`src/rtl/instr_mem_loader.sv`:
```
// Field-to-word instruction encoder and sequential instruction-RAM loader.
// Optional feature: define HALT_APPEND_EN to append a halt word after the last instruction.
module instr_mem_loader #(
    parameter int ADDR_W = 6
) (
    input  logic              clk,
    input  logic              rst,
    input  logic              inValid,
    output logic              inReady,
    input  logic [1:0]        inKind,
    input  logic [3:0]        inAluCmd,
    input  logic [4:0]        inSelA,
    input  logic [4:0]        inSelB,
    input  logic [4:0]        inSelW,
    input  logic [15:0]       inImm,
    input  logic              inLast,
    input  logic              start,
    output logic [ADDR_W-1:0] memAddr,
    output logic [31:0]       memData,
    output logic              memWE,
    output logic              cpuHold,
    output logic              loadDone,
    output logic              errOverflow,
    output logic [ADDR_W:0]   wordCount
);

    localparam logic [2:0] S_LOAD  = 3'd0;
    localparam logic [2:0] S_WRITE = 3'd1;
`ifdef HALT_APPEND_EN
    localparam logic [2:0] S_HALTW = 3'd2;
`endif
    localparam logic [2:0] S_DONE  = 3'd3;
    localparam logic [2:0] S_ERROR = 3'd4;

    localparam logic [31:0]       HALT_WORD = 32'h0000_0003;
    localparam logic [ADDR_W-1:0] ADDR_MAX  = '1;

    logic [2:0]        state_q, state_d;
    logic [ADDR_W-1:0] addr_q, addr_d;
    logic [31:0]       data_q, data_d;
    logic              last_q, last_d;
    logic [ADDR_W:0]   cnt_q, cnt_d;

    logic              at_max;
    logic [ADDR_W-1:0] addr_inc;
    logic [ADDR_W:0]   cnt_inc;

    function automatic logic [31:0] encode(
        input logic [1:0]  kind,
        input logic [3:0]  alu,
        input logic [4:0]  sa,
        input logic [4:0]  sb,
        input logic [4:0]  sw,
        input logic [15:0] imm
    );
        logic [31:0] w;
        case (kind)
            2'b00:   w = {sb, 11'b0, sa, sw, alu, kind};
            2'b01:   w = {imm, sa, sw, alu, kind};
            2'b10:   w = {imm, 14'b0, kind};
            default: w = HALT_WORD;
        endcase
        return w;
    endfunction

    assign at_max   = (addr_q == ADDR_MAX);
    assign addr_inc = addr_q + ADDR_W'(1);
    assign cnt_inc  = cnt_q + (ADDR_W + 1)'(1);

    always_comb begin
        state_d = state_q;
        addr_d  = addr_q;
        data_d  = data_q;
        last_d  = last_q;
        cnt_d   = cnt_q;
        case (state_q)
            S_LOAD: begin
                if (inValid) begin
                    data_d  = encode(inKind, inAluCmd, inSelA,
                                     inSelB, inSelW, inImm);
                    last_d  = inLast;
                    state_d = S_WRITE;
                end
            end
            S_WRITE: begin
                cnt_d = cnt_inc;
                // Address saturates at the top of memory; overflow never wraps.
                if (!at_max) addr_d = addr_inc;
                if (last_q) begin
`ifdef HALT_APPEND_EN
                    if (at_max) begin
                        state_d = S_ERROR;
                    end else begin
                        state_d = S_HALTW;
                        data_d  = HALT_WORD;
                    end
`else
                    state_d = S_DONE;
`endif
                end else if (at_max) begin
                    state_d = S_ERROR;
                end else begin
                    state_d = S_LOAD;
                end
            end
`ifdef HALT_APPEND_EN
            S_HALTW: begin
                cnt_d   = cnt_inc;
                if (!at_max) addr_d = addr_inc;
                state_d = S_DONE;
            end
`endif
            S_DONE, S_ERROR: begin
                if (start) begin
                    state_d = S_LOAD;
                    addr_d  = '0;
                    cnt_d   = '0;
                    last_d  = 1'b0;
                end
            end
            default: state_d = S_LOAD;
        endcase
    end

    always_ff @(posedge clk or posedge rst) begin
        if (rst) begin
            state_q <= S_LOAD;
            addr_q  <= '0;
            data_q  <= '0;
            last_q  <= 1'b0;
            cnt_q   <= '0;
        end else begin
            state_q <= state_d;
            addr_q  <= addr_d;
            data_q  <= data_d;
            last_q  <= last_d;
            cnt_q   <= cnt_d;
        end
    end

    // Status outputs decode straight from state so reset clears them asynchronously.
    always_comb begin
`ifdef HALT_APPEND_EN
        memWE = (state_q == S_WRITE) || (state_q == S_HALTW);
`else
        memWE = (state_q == S_WRITE);
`endif
        inReady     = (state_q == S_LOAD);
        loadDone    = (state_q == S_DONE);
        cpuHold     = (state_q != S_DONE);
        errOverflow = (state_q == S_ERROR);
    end

    assign memAddr   = addr_q;
    assign memData   = data_q;
    assign wordCount = cnt_q;

endmodule
```
`config.mk`:
```
export PLATFORM = sky130hd
export DESIGN_NAME = instr_mem_loader
export DESIGN_NICKNAME = d
export VERILOG_FILES = /design/src/rtl/instr_mem_loader.sv
export SDC_FILE = /design/constraint.sdc
export NUM_CORES = 1
export LEC_CHECK = 0
export ABC_AREA = 1
export BUFFER_PORTS_ARGS = -buffer_cell sky130_fd_sc_hd__buf_4
export CAP_MARGIN = 20
export CORE_MARGIN = 5
export CORE_UTILIZATION = 45
export CTS_CLUSTER_SIZE = 10
export DETAILED_ROUTE_END_ITERATION = 10
export PLACE_DENSITY_LB_ADDON = 0.25
export SYNTH_ARGS = -nofsm -noshare
export SYNTH_HDL_FRONTEND = slang
export SYNTH_SLANG_ARGS = --single-unit
export TNS_END_PERCENT = 10
```
`constraint.sdc`:
```
create_clock -name clk -period 3.6 [get_ports clk]
set_input_delay 0.54 -clock clk [delete_from_list [all_inputs] [get_ports clk]]
set_output_delay 0.54 -clock clk [all_outputs]
set_load 0.005 [all_outputs]
```
==> results of run 1 <==
-- cells in the final DEF (no fill, tap or decap), drive strengths merged, types with 2 or more instances in the layout --
cell type,count
nor3,2
xor2,5
inv,20
a21boi,5
nand2,123
nor2,14
dfrtp,49
clkbuf,7
nand3,17
nand4,2
o21ai,20
ha,2
o22ai,2
buf,92
-- cell type report --
class | instances | area share, %
tap | 67 | 2.71
inverter | 20 | 2.43
sequential | 49 | 39.7
clock inverter | 1 | 0.162
multi-input combinational | 196 | 29.1
clock buffer | 7 | 3.12
timing repair buffer | 92 | 22.8
-- registers in the layout, summed over array words and instances (netlist names) --
name       cells
last_q         1
wordCount      7
memData       32
state_q        3
memAddr        6
-- critical path, stage by stage (launching register included) --
cell and delay, ns:
dfrtp_1 0.43, inv_1 0.09, nand2_1 0.07, nor2_2 0.12
nand2_2 0.52, nor2_4 0.50, nand2_1 0.09, nand2_1 0.08
-- logic make-up after synthesis --
| family | Yosys count |
|---|---|
| DFF | 49 |
| adders and majority gates | 2 |
| AOI/OAI and AO/OA | 29 |
| muxes | 1 |
| buffers and inverters | 27 |
| xor gates and xnor gates | 5 |
| and+or+nand+nor | 159 |
-- worst paths after layout --
check | startpoint | to | slack, ns | cells after the start
max | state_q[0] | memData[4] | 1.63 | 7
min | rst | memData[7] | 0.14 | 2
min in group clk | inSelW[1] | memData[7] | 0.43 | 3
max in group asynchronous | rst | memAddr[4] | 2.99 | 3
max reg2reg | state_q[0] | memData[4] | 1.63 | 7
min reg2reg | memData[28] | memData[28] | 0.49 | 2
-- power breakdown --
part / leakage [nW] / switching [mW] / internal (mW)
combinational: 1.04 / 0.498 / 0.523
sequential: 0.635 / 0.194 / 0.800
clock: 0.0542 / 0.178 / 0.174
total: 1.73 / 0.870 / 1.50
-- layer usage --
metal	global-route usage (%)	share of wire [%]	wire (um)
met1	23.2	43	2280
met3	5.49	8.6	457
met5	0	0	0
met4	3.55	0.66	35
met2	28.0	48	2530
==> run summary, run 1 <==
Post-synth EDFFs: 0
Overall Power: 2.37 mW
Ant. Diodes: 0
Max Slew Vio Count: 0
Placed Cells incl. Taps: 423
Layout Utilization: 64.5%
Largest net degree at the start of global routing: 55
Mean Syn Cell Area: 8.25 um^2
Vias in the first global route: 1916
Post-CTS Resized: 0
Fill cell count: 429
Critical path type: reg2reg
Number of clock sinks: 49
Simple-gate share of the synthesized area: 28.9%
Overflow after GRT: 0
Leak pwr: 1.73 nW
CP endpoint kind: flip-flop
Area leader, netlist: dfrtp_1
Final setup fails: 0
Final #Nets: 408
Post-Layout Cell Count: 432
First-pass GRT wire length: 8880 um
Synth async-reset ratio: 100%
Worst Hold Class: in2async
RSZ-0062 raised after global routing: no
Crit path DAT: 2.20 ns
Clock-pin transition on the worst setup and hold timing paths: 0.09 ns
Mean number of vias per cell: 4.69
Synth Area in Compound Gates: 7.25%
Synth top area share: 54.7%
Initial Util: 46.9%
Final wirelength: 5300 um
Die Y: 80.6 um
Max Cap Viol: 0
Dpl hpwl: 3930 um
TNS Setup: 0 ns
Min Tclk post-route: 1.97 ns
Max VDD drop: 378 uV
Routed len/inst: 12.3 um
DR pass1 iterations: 4
Root Buffer: clkbuf_8
Multi-input logic area: 898 um^2
Slew margin rel.: 40.1%
Maximum root-to-sink buffer count: 2
Final worst setup slack: 1.63 ns
Placement Cell Area: 0.00297 mm^2
Seq cells post-synth: 49
Die Area: 0.00650 mm^2
Leading post-synthesis cells by cell area: dfrtp_1, nand2_1, nand3_1
CTS buffer count: 5
Hold Buf Count CTS: 0
Setup bufs post-CTS: 0
GRT Util Overall: 17.4%
Final period util: 54.8%
Worst slew pin tran: 0.895 ns
Pwr/cell area: 767 mW/mm^2
XOR/XNOR Fraction of Synth Area: 2.29%
Area Overhead vs Synth: 37.6%
Synthesized Nets: 316
Commonest cells post-synth: nand2_1, dfrtp_1, inv_1
Mapped Cells: 272
CTS tree: yes
Iteration-0 DRC Markers: 91
Initial antenna violation count: 0
Sequential element share of the synthesized area: 54.7%
Via count: 2027
Library cells used by synthesis: 26
H-tree levels: 2
Routability cong.: 0.789
Ports: 92
Mux cell area share after synthesis: 0.446%
# port buffers: 91
Synth Cell Area: 0.00224 mm^2
Final instance area: 0.00309 mm^2
Antenna Nets Post-Route: 0
Sequential cell area: 0.00123 mm^2
Die W: 80.6 um
Most common cell in the synthesized netlist: nand2_1
Status: finished, final reports clean
Layout cell share with drive strength beyond 1: 30.1%
Adder-Cell Fraction of Synth Area: 1.12%
Clk Latency, worst-skew pair: 0.30 ns
Final hold vios: 0
Hold Slack: 0.138 ns
CP max FO: 54
Drt drc: 0
Main synth FF type: dfrtp_1
Row count: 25
Critical path data required time: 3.83 ns
Main combinational cell family by area after synthesis: simple AND/OR/NAND/NOR gates
Setup WS pre-CTS: 1.63 ns
Setup Skew: 0.00669 ns
Setup crit start kind: flip-flop
Ys Warns: 0
Core area: 0.00479 mm^2
F_max: 507 MHz
(Power assumes the default switching activity.)
==> inputs of run 2 (changes only) <==
--- a/config.mk
+++ b/config.mk
@@ -5,11 +5,11 @@
 export SDC_FILE = /design/constraint.sdc
 export NUM_CORES = 1
 export LEC_CHECK = 0
-export ABC_AREA = 1
+export ABC_AREA = 0
 export BUFFER_PORTS_ARGS = -buffer_cell sky130_fd_sc_hd__buf_4
 export CAP_MARGIN = 20
 export CORE_MARGIN = 5
-export CORE_UTILIZATION = 45
+export CORE_UTILIZATION = 43
 export CTS_CLUSTER_SIZE = 10
 export DETAILED_ROUTE_END_ITERATION = 10
 export PLACE_DENSITY_LB_ADDON = 0.25
==> constraint.sdc (replaced) <==
create_clock -name clk -period 1.7 [get_ports clk]
set_input_delay 0.255 -clock clk [delete_from_list [all_inputs] [get_ports clk]]
set_output_delay 0.255 -clock clk [all_outputs]
set_load 0.005 [all_outputs]
==> run summary, run 2 <==
Max reg flops: 32 (unchanged)
CTS buffer count: 5 (unchanged)
F_max: 594 MHz
Most common cell in the synthesized netlist: nand2_1 (unchanged)
Crit path DAT: 1.43 ns (was 2.20 ns)
Final period util: 99.0%
Final setup fails: 0 (unchanged)
Layout cell share with drive strength beyond 1: 37.4% (was 30.1%)
Die W: 82.1 um (was 80.6 um)
Max Slew Vio Count: 0 (unchanged)
Ant. Diodes: 0 (unchanged)
Root Buffer: clkbuf_8 (unchanged)
Status: finished, final reports clean (unchanged)
Core area: 0.00507 mm^2 (was 0.00479 mm^2)
Fill cell count: 468 (was 429)
Pwr/cell area: 1640 mW/mm^2 (was 767 mW/mm^2)
Synthesized Nets: 280 (was 316)
GRT Util Overall: 16.5% (was 17.4%)
Start point of the critical path: state_q[2] (was state_q[0])
Setup crit start kind: flip-flop (unchanged)
Synth top area share: 54.8% (was 54.7%)
Initial antenna violation count: 0 (unchanged)
Multi-input logic area: 946 um^2 (was 898 um^2)
Routed len/inst: 13.3 um (was 12.3 um)
Largest net degree at the start of global routing: 28 (was 55)
Synth async-reset ratio: 100% (unchanged)
Layout Utilization: 63.0% (was 64.5%)
Slew margin rel.: 58.9% (was 40.1%)
Most common cell after layout, fill and taps aside: buf_4 (was nand2_1)
Setup Skew: 0.00871 ns (was 0.00669 ns)
Min Tclk post-route: 1.68 ns
Area Overhead vs Synth: 43.0% (was 37.6%)
First-pass GRT wire length: 8530 um (was 8880 um)
RSZ-0062 raised after global routing: yes (was no)
Via count: 1967 (was 2027)
Worst slew pin tran: 0.601 ns (was 0.895 ns)
Dpl hpwl: 4080 um (was 3930 um)
Ys Warns: 0 (unchanged)
Hold path start: start
Overflow after GRT: 0 (unchanged)
Worst Hold Class: in2reg (was in2async)
Clk Latency, worst-skew pair: 0.30 ns (about the same)
Post-synth EDFFs: 0 (unchanged)
Mean Syn Cell Area: 9.48 um^2 (was 8.25 um^2)
Critical path data required time: 1.44 ns (was 3.83 ns)
Sequential cell area: 0.00123 mm^2 (unchanged)
CP max FO: 11 (was 54)
H-tree levels: 2 (unchanged)
Main synth FF type: dfrtp_1 (unchanged)
Die Y: 82.1 um (was 80.6 um)
Area leader, netlist: dfrtp_1 (unchanged)
Max VDD drop: 746 uV (was 378 uV)
Max Cap Viol: 0 (unchanged)
Mapped Cells: 236 (was 272)
Critical path type: reg2out (was reg2reg)
Vias in the first global route: 1922 (was 1916)
Drt drc: 0 (unchanged)
Antenna Nets Post-Route: 0 (unchanged)
Number of clock sinks: 49 (unchanged)
Routability cong.: 0.891 (was 0.789)
Commonest non-fill, non-tap cells in the layout: buf_4, nand2_1, dfrtp_1 (was nand2_1, buf_4, dfrtp_1)
DR pass1 iterations: 4 (unchanged)
Maximum root-to-sink buffer count: 2 (unchanged)
Iteration-0 DRC Markers: 61 (was 91)
CP endpoint kind: output pin (was flip-flop)
CTS tree: yes (unchanged)
Mean number of vias per cell: 4.83 (was 4.69)
Clock-pin transition on the worst setup and hold timing paths: 0.08 ns (was 0.09 ns)
Final hold vios: 0 (unchanged)
# port buffers: 91 (unchanged)
Leak pwr: 1.60 nW (was 1.73 nW)
Initial Util: 44.1% (was 46.9%)
Library cells used by synthesis: 36 (was 26)
Post-Layout Cell Count: 407 (was 432)
Row count: 26 (was 25)
Placed Cells incl. Taps: 396 (was 423)
R2r startpoint: memAddr[0] (was state_q[0])
Sequential element share of the synthesized area: 54.8% (was 54.7%)
Ports: 92 (unchanged)
Final #Nets: 380 (was 408)
Die Area: 0.00675 mm^2 (was 0.00650 mm^2)
Leading post-synthesis cells by cell area: dfrtp_1, nand2_1, o21ai_0 (was dfrtp_1, nand2_1, nand3_1)
Synth Cell Area: 0.00224 mm^2 (about the same)
Seq cells post-synth: 49 (unchanged)
Final wirelength: 5420 um (was 5300 um)
Commonest cells post-synth: nand2_1, dfrtp_1, o21ai_0 (was nand2_1, dfrtp_1, inv_1)
## run 2: changes by cell type in the layout (fill, tap and decap cells not counted), sizes merged, moves of 6 or more
cell	change
nor2	-6
inv	-15
buf	+13
o21ai	+16
mux2i	+7
nand2b	+14
a21oi	+8
nand2	-71
## run 2: final cells by class
cell class / count / area share (%)
Clock buffer: 5 / 2.15
Clock inverter: 3 / 0.665
Inverter: 5 / 0.822
Multi-Input combinational cell: 169 / 29.6
Sequential cell: 49 / 38.3
Tap cell: 70 / 2.74
Timing Repair Buffer: 106 / 25.7
## run 2: worst paths after layout
kind / endpoint / slack (ns) / cells past startpoint
max: memWE / 0.02 / 4
min: state_q[2] / 0.17 / 2
max reg2reg: memAddr[4] / 0.06 / 6
min reg2reg: wordCount[6] / 0.47 / 1
max in group asynchronous: memData[21] / 0.62 / 4
min in group asynchronous: memData[5] / 0.55 / 3
## run 2: critical path: stages (launching register included)
cell and delay [ns]:
dfrtp_1 0.43, or3b_4 0.41, clkinv_4 0.07, buf_8 0.12
buf_6 0.10
## run 2: through the flow
stage               total power [mW]  hold slack (ns)  worst slack, ns  cell area [um^2]  TNS [ns]
global placement                4.44            0.325            0.101              3060         0
detailed placement              4.50            0.334           0.0584              3060         0
finish                          5.24            0.167           0.0171              3200         0
global route                    5.69            0.154          -0.0496              3200    -0.256
CTS                             5.28            0.146           0.0104              3180         0
floorplan                       3.16            0.342           0.0564              2240         0
## run 2: cell families (layout without fill, tap and decap cells)
group,count (synthesis),after routing,share of synthesized area [%]
xor+xnor,2,2,0.783
flops,49,49,54.8
fa+ha+maj,2,2,1.12
buf+inv,18,119,3.63
mux,10,10,4.59
compound gates,54,54,13.9
simple gates,101,101,21.1
## run 2: repair_timing
action | 4_1_cts | 5_1_grt
endpoints found under the hold margin | 5 | 0
setup endpoints to repair | 1 | 15
resized for setup | 4 | 5
hold buffers | 1 | 0
pin swaps | 0 | 1
buffers inserted | 2 | 0
## run 2: report_power, final
group | internal (mW) | switching [mW]
combinational | 1.34 | 1.08
sequential | 1.72 | 0.419
clock | 0.292 | 0.391
total | 3.35 | 1.89
## run 2: per-layer routing
metal	part of all wire, %	global-route usage [%]
met1	42	20.1
met2	49	27.7
met3	7.2	5.10
met4	1.1	5.32
met5	0	0
==> inputs of run 3 (changes only) <==
--- a/config.mk
+++ b/config.mk
@@ -10,9 +10,10 @@
 export CAP_MARGIN = 20
 export CORE_MARGIN = 5
 export CORE_UTILIZATION = 43
+export CTS_CLUSTER_DIAMETER = 40
 export CTS_CLUSTER_SIZE = 10
 export DETAILED_ROUTE_END_ITERATION = 10
-export PLACE_DENSITY_LB_ADDON = 0.25
+export PLACE_DENSITY = 0.73
 export SYNTH_ARGS = -nofsm -noshare
 export SYNTH_HDL_FRONTEND = slang
 export SYNTH_SLANG_ARGS = --single-unit
==> run summary, run 3 (synthesis results as in run 2) <==
Status: finished, final reports clean (unchanged)
Core area: 0.00507 mm^2 (unchanged)
Number of clock sinks: 49 (unchanged)
Setup WS pre-CTS: 0.0908 ns (was 0.0584 ns)
Met2 routed WL: 2490 um (was 2670 um)
Dpl hpwl: 3930 um (was 4080 um)
Final hold vios: 0 (unchanged)
# port buffers: 91 (unchanged)
Clk Latency, worst-skew pair: 0.30 ns (about the same)
Area Overhead vs Synth: 43.5% (was 43.0%)
Maximum root-to-sink buffer count: 2 (unchanged)
Setup Skew: 0.00744 ns (was 0.00871 ns)
Commonest non-fill, non-tap cells in the layout: buf_4, nand2_1, dfrtp_1 (unchanged)
Clock-pin transition on the worst setup and hold timing paths: 0.09 ns (was 0.08 ns)
Post-Layout Cell Count: 403 (was 407)
CTS tree: yes (unchanged)
Drt drc: 0 (unchanged)
Highest metal used: met4 (unchanged)
Final setup fails: 0 (unchanged)
H-tree levels: 2 (unchanged)
CTS buffer count: 5 (unchanged)
First-pass GRT wire length: 8410 um (was 8530 um)
Final wirelength: 5270 um (was 5420 um)
Max Cap Viol: 0 (unchanged)
Row count: 26 (unchanged)
Max VDD drop: 839 uV (was 746 uV)
Initial Util: 44.1% (unchanged)
Vias in the first global route: 1914 (was 1922)
Die W: 82.1 um (unchanged)
Root Buffer: clkbuf_8 (unchanged)
Layout Utilization: 63.2% (was 63.0%)
Routed len/inst: 13.1 um (was 13.3 um)
RSZ-0062 raised after global routing: yes (unchanged)
Die Y: 82.1 um (unchanged)
Slew margin rel.: 59.9% (was 58.9%)
GRT Util Overall: 16.2% (was 16.5%)
Mean number of vias per cell: 4.87 (was 4.83)
Layout cell share with drive strength beyond 1: 36.9% (was 37.4%)
Routability cong.: 0.814 (was 0.891)
Die Area: 0.00675 mm^2 (unchanged)
Ant. Diodes: 0 (unchanged)
Max reg flops: 32 (unchanged)
Min Tclk post-route: 1.67 ns (was 1.68 ns)
Worst slew pin tran: 0.586 ns (was 0.601 ns)
Initial antenna violation count: 0 (unchanged)
Overflow after GRT: 0 (unchanged)
Post-Route M1 WL: 2240 um (was 2290 um)
Via count: 1964 (was 1967)
Setup crit start kind: flip-flop (unchanged)
Worst Hold Class: in2reg (unchanged)
Most common cell after layout, fill and taps aside: buf_4 (unchanged)
Final #Nets: 376 (was 380)
Detail Route met3 WL: 487 um (was 391 um)
Critical path data required time: 1.44 ns (about the same)
Final worst setup slack: 0.0260 ns (was 0.0171 ns)
Critical path type: reg2out (unchanged)
F_max: 597 MHz (was 594 MHz)
Overall Power: 5.35 mW (was 5.24 mW)
Leak pwr: 1.60 nW (about the same)
Ports: 92 (unchanged)
Antenna Nets Post-Route: 0 (unchanged)
Placed Cells incl. Taps: 393 (was 396)
Final period util: 98.5% (was 99.0%)
Largest net degree at the start of global routing: 63 (was 28)
Crit path DAT: 1.42 ns (was 1.43 ns)
Max Slew Vio Count: 0 (unchanged)
Pwr/cell area: 1670 mW/mm^2 (was 1640 mW/mm^2)
Iteration-0 DRC Markers: 71 (was 61)
CP endpoint kind: output pin (unchanged)
Fill cell count: 461 (was 468)
DR pass1 iterations: 4 (unchanged)
CP max FO: 3 (was 11)
[run 3: report_power, final]
part	total, mW	internal [mW]	switching, mW
registers	2.13	1.72	0.415
clock network	0.863	0.478	0.384
logic	2.36	1.30	1.06
total	5.35	3.50	1.86
[run 3: through the flow]
stage	setup TNS, ns	cell area [um^2]	hold slack [ns]
floorplan	0	2240	0.342
global placement	0	3050	0.324
detailed placement	0	3050	0.326
CTS	0	3190	0.127
global route	-0.0353	3210	0.151
finish	0	3210	0.155
[run 3: layout make-up]
cell class / count / area, um^2 / share of cell area (%)
inverters: 5 / 26.3 / 0.819
well taps: 70 / 87.6 / 2.73
repair buffers: 102 / 797 / 24.8
flip-flops and latches: 49 / 1230 / 38.2
multi-input cells: 169 / 952 / 29.7
clock buffers: 6 / 82.6 / 2.57
clock inverters: 2 / 37.5 / 1.17
[run 3: metal layers]
| metal | GRT usage, % | up-vias |
|---|---|---|
| met5 | 0 | - |
| met4 | 4.98 | 0 |
| met3 | 7.05 | 5 |
| met2 | 27.3 | 72 |
| met1 | 18.7 | 891 |
| li1 | - | 996 |
[run 3: repair_timing]
action | CTS | global route
setup buffers | 2 | 0
endpoints found under the hold margin | 40 | 0
cloned | 0 | 0
resized for setup | 3 | 5
pin swaps | 0 | 2
hold buffers | 1 | 0
endpoints found under the setup margin | 1 | 6
[run 3: final timing paths]
path                       slack (ns)         from  cells after the start      endpoint
min in group asynchronous        0.56          rst                      4    memAddr[2]
max in group asynchronous        0.91          rst                      4  wordCount[5]
setup reg to reg                 0.07   state_q[2]                      5    memAddr[3]
hold / removal                   0.15        start                      2  wordCount[3]
hold reg to reg                  0.48  memData[20]                      2   memData[20]
setup / recovery                 0.03   state_q[1]                      4   errOverflow
[run 3: worst max-delay path, stage by stage, from the launching register on]
cell     delay [ns]
dfrtp_1        0.41
buf_6          0.13
or3b_4         0.38
inv_2          0.09
buf_4          0.11
